File: src/rtl/acc_signed.sv
// Signed group accumulator: sums up to LEN signed products per group and hands the
// total out over valid/ready, with elaboration-time wrap/saturate and a sticky overflow flag.
module acc_signed #(
  parameter int unsigned IN_SIZE  = 12,
  parameter int unsigned ACC_SIZE = 14,
  parameter int unsigned LEN      = 8,
  parameter int unsigned SATURATE = 1
) (
  input  logic                clk_i,
  input  logic                rst_ni,
  input  logic                clear_i,
  input  logic                in_valid_i,
  output logic                in_ready_o,
  input  logic [IN_SIZE-1:0]  in_data_i,
  input  logic                in_last_i,
  output logic                out_valid_o,
  input  logic                out_ready_i,
  output logic [ACC_SIZE-1:0] out_data_o,
  output logic                out_ovf_o
);

  localparam int unsigned CNT_W = (LEN > 1) ? $clog2(LEN) : 1;
  localparam logic [CNT_W-1:0] CNT_LAST = CNT_W'(LEN - 1);

  typedef enum logic {S_ACC, S_OUT} state_t;

  state_t                     r_state;
  logic signed [ACC_SIZE-1:0] r_acc;
  logic [CNT_W-1:0]           r_cnt;
  logic                       r_ovf;
  logic                       r_in_ready;
  logic                       r_out_valid;
  logic [ACC_SIZE-1:0]        r_out_data;
  logic                       r_out_ovf;

  logic signed [ACC_SIZE-1:0] w_base;
  logic signed [ACC_SIZE:0]   w_sum;
  logic                       w_sum_ovf;
  logic signed [ACC_SIZE-1:0] w_next;
  logic                       w_accept;
  logic                       w_final;

  // One guard bit is enough: both operands fit in ACC_SIZE signed bits.
  always_comb begin
    w_base    = (r_cnt == '0) ? '0 : r_acc;
    w_sum     = (ACC_SIZE+1)'(w_base) + (ACC_SIZE+1)'($signed(in_data_i));
    w_sum_ovf = w_sum[ACC_SIZE] ^ w_sum[ACC_SIZE-1];
    if (w_sum_ovf && (SATURATE != 0))
      w_next = w_sum[ACC_SIZE] ? {1'b1, {(ACC_SIZE-1){1'b0}}} : {1'b0, {(ACC_SIZE-1){1'b1}}};
    else
      w_next = w_sum[ACC_SIZE-1:0];
    w_accept = (r_state == S_ACC) && in_valid_i && r_in_ready;
    w_final  = in_last_i || (r_cnt == CNT_LAST);
  end

  always_ff @(posedge clk_i or negedge rst_ni) begin
    if (!rst_ni) begin
      r_state     <= S_ACC;
      r_acc       <= '0;
      r_cnt       <= '0;
      r_ovf       <= 1'b0;
      r_in_ready  <= 1'b0;
      r_out_valid <= 1'b0;
      r_out_data  <= '0;
      r_out_ovf   <= 1'b0;
    end else if (clear_i) begin
      r_state     <= S_ACC;
      r_acc       <= '0;
      r_cnt       <= '0;
      r_ovf       <= 1'b0;
      r_in_ready  <= 1'b1;
      r_out_valid <= 1'b0;
    end else begin
      case (r_state)
        S_ACC: begin
          // ready rises on the first clock after reset release
          r_in_ready <= 1'b1;
          if (w_accept) begin
            r_acc <= w_next;
            r_ovf <= r_ovf | w_sum_ovf;
            if (w_final) begin
              r_state     <= S_OUT;
              r_cnt       <= '0;
              r_out_data  <= w_next;
              r_out_ovf   <= r_ovf | w_sum_ovf;
              r_out_valid <= 1'b1;
              r_in_ready  <= 1'b0;
            end else begin
              r_cnt <= r_cnt + 1'b1;
            end
          end
        end
        S_OUT: begin
          if (out_ready_i) begin
            r_state     <= S_ACC;
            r_acc       <= '0;
            r_ovf       <= 1'b0;
            r_out_valid <= 1'b0;
            r_in_ready  <= 1'b1;
          end
        end
        default: r_state <= S_ACC;
      endcase
    end
  end

  assign in_ready_o  = r_in_ready;
  assign out_valid_o = r_out_valid;
  assign out_data_o  = r_out_data;
  assign out_ovf_o   = r_out_ovf;

endmodule
File: config.mk
export PLATFORM = sky130hd
export DESIGN_NAME = acc_signed
export DESIGN_NICKNAME = d
export VERILOG_FILES = /design/src/rtl/acc_signed.sv
export SDC_FILE = /design/constraint.sdc
export NUM_CORES = 1
export LEC_CHECK = 0
export CAP_MARGIN = 20
export CORE_MARGIN = 1.5
export CORE_UTILIZATION = 45
export CTS_CLUSTER_DIAMETER = 50
export DETAILED_ROUTE_END_ITERATION = 16
export DONT_BUFFER_PORTS = 1
export GPL_ROUTABILITY_DRIVEN = 0
export SYNTH_ARGS = -nofsm -noshare
export SYNTH_HDL_FRONTEND = slang
export SYNTH_SLANG_ARGS = --single-unit
File: constraint.sdc
create_clock -name clk_i -period 3.6 [get_ports clk_i]
set_input_delay 0.54 -clock clk_i [delete_from_list [all_inputs] [get_ports clk_i]]
set_output_delay 0.54 -clock clk_i [all_outputs]
set_load 0.05 [all_outputs]
==> results of run 1 <==
placed cells by master (no fill, tap or decap), types with 4 or more instances in the layout:
master | Yosys | final
clkbuf_8 | 0 | 6
mux2_2 | 13 | 13
o21ai_0 | 5 | 5
a22o_1 | 13 | 13
a21o_1 | 4 | 4
xnor2_1 | 5 | 5
o21ai_1 | 7 | 7
and2_1 | 14 | 14
maj3_1 | 4 | 4
maj3_2 | 9 | 9
xor2_1 | 5 | 5
nor2_1 | 26 | 26
dfrtp_1 | 36 | 36
ha_1 | 17 | 17
nand2_1 | 17 | 17
a21oi_1 | 10 | 10
buf_4 | 0 | 7
inv_1 | 6 | 6
worst max-delay path, cell delays in order (launching register included):
cell and delay [ps]:
dfrtp_1 400, inv_1 80, ha_1 140, nand2b_1 90, buf_4 180, and2_1 160, ha_1 340, a21o_1 210
a21oi_2 170, a21oi_2 90, nor2_1 250, o211ai_2 380, maj3_1 500, mux2_2 270
area by class of cell:
class / instances / area [sq um] / area share
Clock inverter: 2 / 10.0 / 0.00395
Timing Repair Buffer: 8 / 72.6 / 0.0286
Multi-Input combinational cell: 183 / 1360 / 0.536
Inverter: 6 / 22.5 / 0.00888
Sequential cell: 36 / 901 / 0.355
Clock buffer: 6 / 82.6 / 0.0326
Tap cell: 70 / 87.6 / 0.0346
cell families after synthesis:
group	count (synthesis)	share of synthesized area
AND/OR/NAND/NOR	74	0.154
AO/OA/AOI/OAI	55	0.167
flip-flops	36	0.386
adder cells (fa/ha/maj)	31	0.160
buffers and inverters	14	0.0327
multiplexers	13	0.0627
XOR/XNOR	10	0.0375
flip-flops by register name, summed over array words and instances (netlist names):
register and count:
out_data_o 14, r_acc 14, r_cnt 3, in_ready_o 1
out_ovf_o 1, out_valid_o 1, r_ovf 1, r_state 1
metal layers:
layer | vias to the layer above | track usage | part of all wire
li1 | 849 | - | -
met1 | 861 | 0.267 | 0.47
met3 | 8 | 0.0562 | 0.066
met5 | - | 0 | 0
met2 | 36 | 0.270 | 0.45
met4 | 0 | 0.0768 | 0.015
power groups by stage:
| stage | Clock, mW | Sequential [mW] | Combinational, mW |
|---|---|---|---|
| after global routing | 0.325 | 0.746 | 0.265 |
| after detailed placement | 0 | 0.746 | 0.225 |
| after CTS | 0.309 | 0.738 | 0.238 |
| after floorplan | 0 | 0.731 | 0.194 |
| after global placement | 0 | 0.746 | 0.222 |
| final | 0.300 | 0.737 | 0.236 |
through the flow:
stage	power (mW)	std cells	instance area, sq um	hold WS, ps
2_1_floorplan	0.925	233	2330	244
3_3_place_gp	0.969	302	2420	245
3_5_place_dp	0.971	302	2420	245
4_1_cts	1.29	311	2530	76.5
5_1_grt	1.34	311	2530	82.7
6_report	1.27	311	2530	77.0
how the worst min path moves through the flow:
| stage | start | end |
|---|---|---|
| final | rst_ni | r_acc[0]$_DFFE_PN0P_ |
| after global routing | rst_ni | r_acc[0]$_DFFE_PN0P_ |
| after CTS | rst_ni | r_acc[0]$_DFFE_PN0P_ |
| after detailed placement | rst_ni | out_data_o[3]$_DFFE_PN0P_ |
| after global placement | rst_ni | r_acc[3]$_DFFE_PN0P_ |
| after floorplan | rst_ni | in_ready_o$_DFFE_PN0P_ |
repair_timing:
item,4_1_cts,5_1_grt
setup endpoints to repair,0,16
hold buffers,1,0
resized for setup,0,1
hold endpoints to repair,36,0
==> reports/metrics.yaml, run 1 <==
outcome:
  status: "completed"
global_route:
  grt_use_total: 0.189
  grt_pass1_wl_microns: 7910
  grt.overflow.total: 0
  grt_max_degree: 37
  antenna_found_initial: 0
  first_global_vias: 1642
cells_and_area:
  final_nets: 276
  final_layout_size_suffix_gt1_frac: 0.187
  antennaDiodeCount: 0
  final_util: 0.503
  area_delta_synth_final_pct: 8.57
  fillers: 478
clock_tree:
  postCtsSetupBuffers: 0
  htreeDepth: 2
  cts_made_buffers: 5
  path_clk_slew_ps: 80
  root_buffer: "clkbuf_8"
  clk_latency_ps: 290
  cts_tree: "yes"
  cts.sinks: 36
  cts_buffer_depth: 2
floorplanning:
  die_w_microns: 75.0
  start_util: 0.463
  dieArea_sq_um: 5630
  fp-row-count: 26
  ios: 35
  core_area_sq_um: 5040
  die_y_microns: 75.0
pwr:
  p_leak_nw: 1.17
  internal_power_mw: 0.748
  p_switching_mw: 0.526
  p_clk_frac: 0.236
  peakVddDrop_mv: 0.307
  power.density_nw_per_um2: 502
  power_frac_seq: 0.579
  p_comb_frac: 0.185
  swShare: 0.413
timing:
  slew_viol_final: 0
  worst_pin_slew_ps: 1070
  fmax_mhz: 296
  slew_headroom: 0.281
  rsz0062_at_grt: "no"
  setup_ws_ps: 225
  skew_ps: 9.69
  hold_violations: 0
  min_period_ps: 3380
  period_share: 0.938
  finalSetupViolations: 0
  tns_ps: 0
critical_path:
  end_kind: "flop"
  cp.required_ps: 3770
  arrival_ps: 3550
  worstSetupPathType: "reg -> reg"
  rr_endpoint: "out_data_o[2]$_DFFE_PN0P_"
  rr_worst_depth: 13
  crit_path_max_fanout: 14
  ff2ff_setup_slack_ps: 220
  worstSetupEndpoint: "out_data_o[2]$_DFFE_PN0P_"
  start_kind: "flop"
  r2r-start: "r_cnt[0]$_DFFE_PN0P_"
  crit_start: "r_cnt[0]$_DFFE_PN0P_"
placed_design:
  pre_cts_ws_ps: 199
  place.port_buffers: 0
  dp_hpwl_microns: 3480
yosys:
  ys_warn_count: 0
  netlist_instances: 233
  yosysMostFrequentCell: "dfrtp_1"
  synth_edf_count: 0
  yosysSeqAreaShare: 0.386
  yosys-top-cells-area: "dfrtp_1, ha_1, mux2_2"
  synth_common_cells: "dfrtp_1, nor2_1, ha_1, nand2_1, and2_1"
  synth_cell_types: 44
  synth-main-ff-cell: "dfrtp_1"
  ys_async_sr_fraction: 1.00
  syn_avg_cell_area_sq_um: 10.0
  ys_seq_elements: 36
  synth_top_area_share: 0.386
  synth_fp_nets: 269
  syn_area_sq_um: 2330
  synth_top_area_cell: "dfrtp_1"
drt:
  wire_per_inst_microns: 15.6
  ant_nets: 0
  drt_first_iter_violations: 164
  firstDrtPassIters: 4
  drt_wl_total_microns: 4860
  vias: 1754
  viasPerCell: 5.64
  drc_errors: 0
worst_hold_path:
  min_path_type: "in -> async"
job:
  maxCapViolCount: 0
Power figures use the tool's default switching activity.
==> run 2: changes to the inputs <==
Settings changed: CORE_UTILIZATION 45 to 50.
==> reports/metrics.yaml, run 2 (same netlist as run 1, synthesis figures left out) <==
outcome:
  status: "completed"
clock_tree:
  clk_latency_ps: 290
  cts_buffer_depth: 2
  cts_made_buffers: 5
  postCtsSetupBuffers: 0
  path_clk_slew_ps: 80
  root_buffer: "clkbuf_8"
  cts_tree: "yes"
  htreeDepth: 2
  cts.sinks: 36
floorplanning:
  die_w_microns: 71.3
  die_y_microns: 71.3
  ios: 35
  start_util: 0.529
  dieArea_sq_um: 5090
  fp-row-count: 24
  core_area_sq_um: 4410
cells_and_area:
  finalInstanceArea_sq_um: 2500
  final_layout_size_suffix_gt1_frac: 0.176
  area_delta_synth_final_pct: 7.07
  final_util: 0.566
  fillers: 418
  mostFrequentLayoutCell: "dfrtp_1"
  antennaDiodeCount: 0
  final_nets: 273
  layout.cells.most_common_list: "dfrtp_1, nor2_1, nand2_1, ha_1, and2_1"
timing:
  finalSetupViolations: 0
  slew_viol_final: 0
  fmax_mhz: 295
  hold_violations: 0
  skew_ps: 6.47
  worst_pin_slew_ps: 1030
  min_period_ps: 3390
  setup_ws_ps: 213
  period_share: 0.941
  slew_headroom: 0.312
drt:
  wire_per_inst_microns: 17.3
  firstDrtPassIters: 4
  vias: 1717
  drt_wl_total_microns: 5000
  ant_nets: 0
  viasPerCell: 5.92
  drc_errors: 0
  drt_first_iter_violations: 58
global_route:
  grt_pass1_wl_microns: 8290
  grt_use_total: 0.208
  antenna_found_initial: 0
  first_global_vias: 1724
  grt.overflow.total: 0
  grt_max_degree: 37
critical_path:
  max_stage_delay_ps: 440
  crit_family: "adder cells"
  worstSetupPathType: "reg -> reg"
  end_kind: "flop"
  cp.required_ps: 3770
  path_cells: "inv_1, ha_1, nand2b_1, buf_4, and2_1, ha_1, a21o_1, a21oi_2, a21oi_2, nor2_1, o211ai_4, maj3_1, mux2_2"
  crit_path_max_fanout: 14
  ff2ff_setup_slack_ps: 210
  arrival_ps: 3560
  slowest_stage: "maj3_1"
  start_kind: "flop"
  path_buf_inv: 2
pwr:
  peakVddDrop_mv: 0.331
  power.density_nw_per_um2: 505
  p_leak_nw: 1.16
placed_design:
  pre_cts_ws_ps: 63.3
  dpl_cell_area_sq_um: 2380
  place.port_buffers: 0
  dp_hpwl_microns: 3720
worst_hold_path:
  min_path_type: "in -> async"
job:
  maxCapViolCount: 0
run 2: cell types whose count changed in the layout (fill, tap and decap cells not counted):
| cell | previous run | this run |
|---|---|---|
| o211ai_4 | 0 | 1 |
| clkinv_4 | 0 | 1 |
| o21a_4 | 0 | 1 |
| o21a_2 | 1 | 0 |
| buf_4 | 7 | 4 |
| o211ai_2 | 1 | 0 |
| clkbuf_8 | 6 | 5 |
run 2: path summary, 6_finish.rpt:
kind / from / endpoint / depth (start not counted)
setup reg to reg: r_cnt[0]$_DFFE_PN0P_ / out_data_o[2]$_DFFE_PN0P_ / 13
setup / recovery: r_cnt[0]$_DFFE_PN0P_ / out_data_o[2]$_DFFE_PN0P_ / 13
min in group clk_i: clear_i / r_cnt[2]$_DFFE_PN0P_ / 1
max in group asynchronous: rst_ni / out_data_o[3]$_DFFE_PN0P_ / 1
hold reg to reg: r_acc[13]$_DFFE_PN0P_ / r_acc[13]$_DFFE_PN0P_ / 2
hold / removal: rst_ni / out_data_o[4]$_DFFE_PN0P_ / 1
run 2: repair_timing:
action                     CTS  global route
hold endpoints to repair    36             0
hold buffers                 1             0
gates resized for setup      0             3
setup endpoints to repair    0            26
run 2: area by class of cell:
type | instances | area [sq um] | share of cell area
flip-flops and latches | 36 | 901 | 0.360
clock buffers | 5 | 68.8 | 0.0275
clock inverters | 3 | 18.8 | 0.00751
repair buffers | 5 | 50.0 | 0.0200
inverters | 6 | 22.5 | 0.00901
multi-input cells | 183 | 1370 | 0.550
well taps | 52 | 65.1 | 0.0260
run 2: per-layer routing:
layer / wire (microns) / up-vias / GRT usage / share of wire
met5: 0 / - / 0 / 0
met4: 51 / 0 / 0.0671 / 0.010
met3: 226 / 6 / 0.0549 / 0.045
met2: 2440 / 29 / 0.342 / 0.49
met1: 2280 / 840 / 0.269 / 0.46
li1: - / 842 / - / -
run 2: power breakdown:
group	internal, mW	switching, mW
registers	0.477	0.263
clock network	0.135	0.150
logic	0.117	0.119
run 2: metrics by stage:
stage | hold WS [ps] | cells | TNS [ps] | power, mW
after floorplan | 244 | 233 | 0 | 0.925
after global placement | 246 | 281 | 0 | 0.967
after detailed placement | 246 | 281 | 0 | 0.974
after CTS | 79.8 | 290 | 0 | 1.27
after global routing | 79.1 | 290 | -13.9 | 1.33
final | 77.5 | 290 | 0 | 1.26
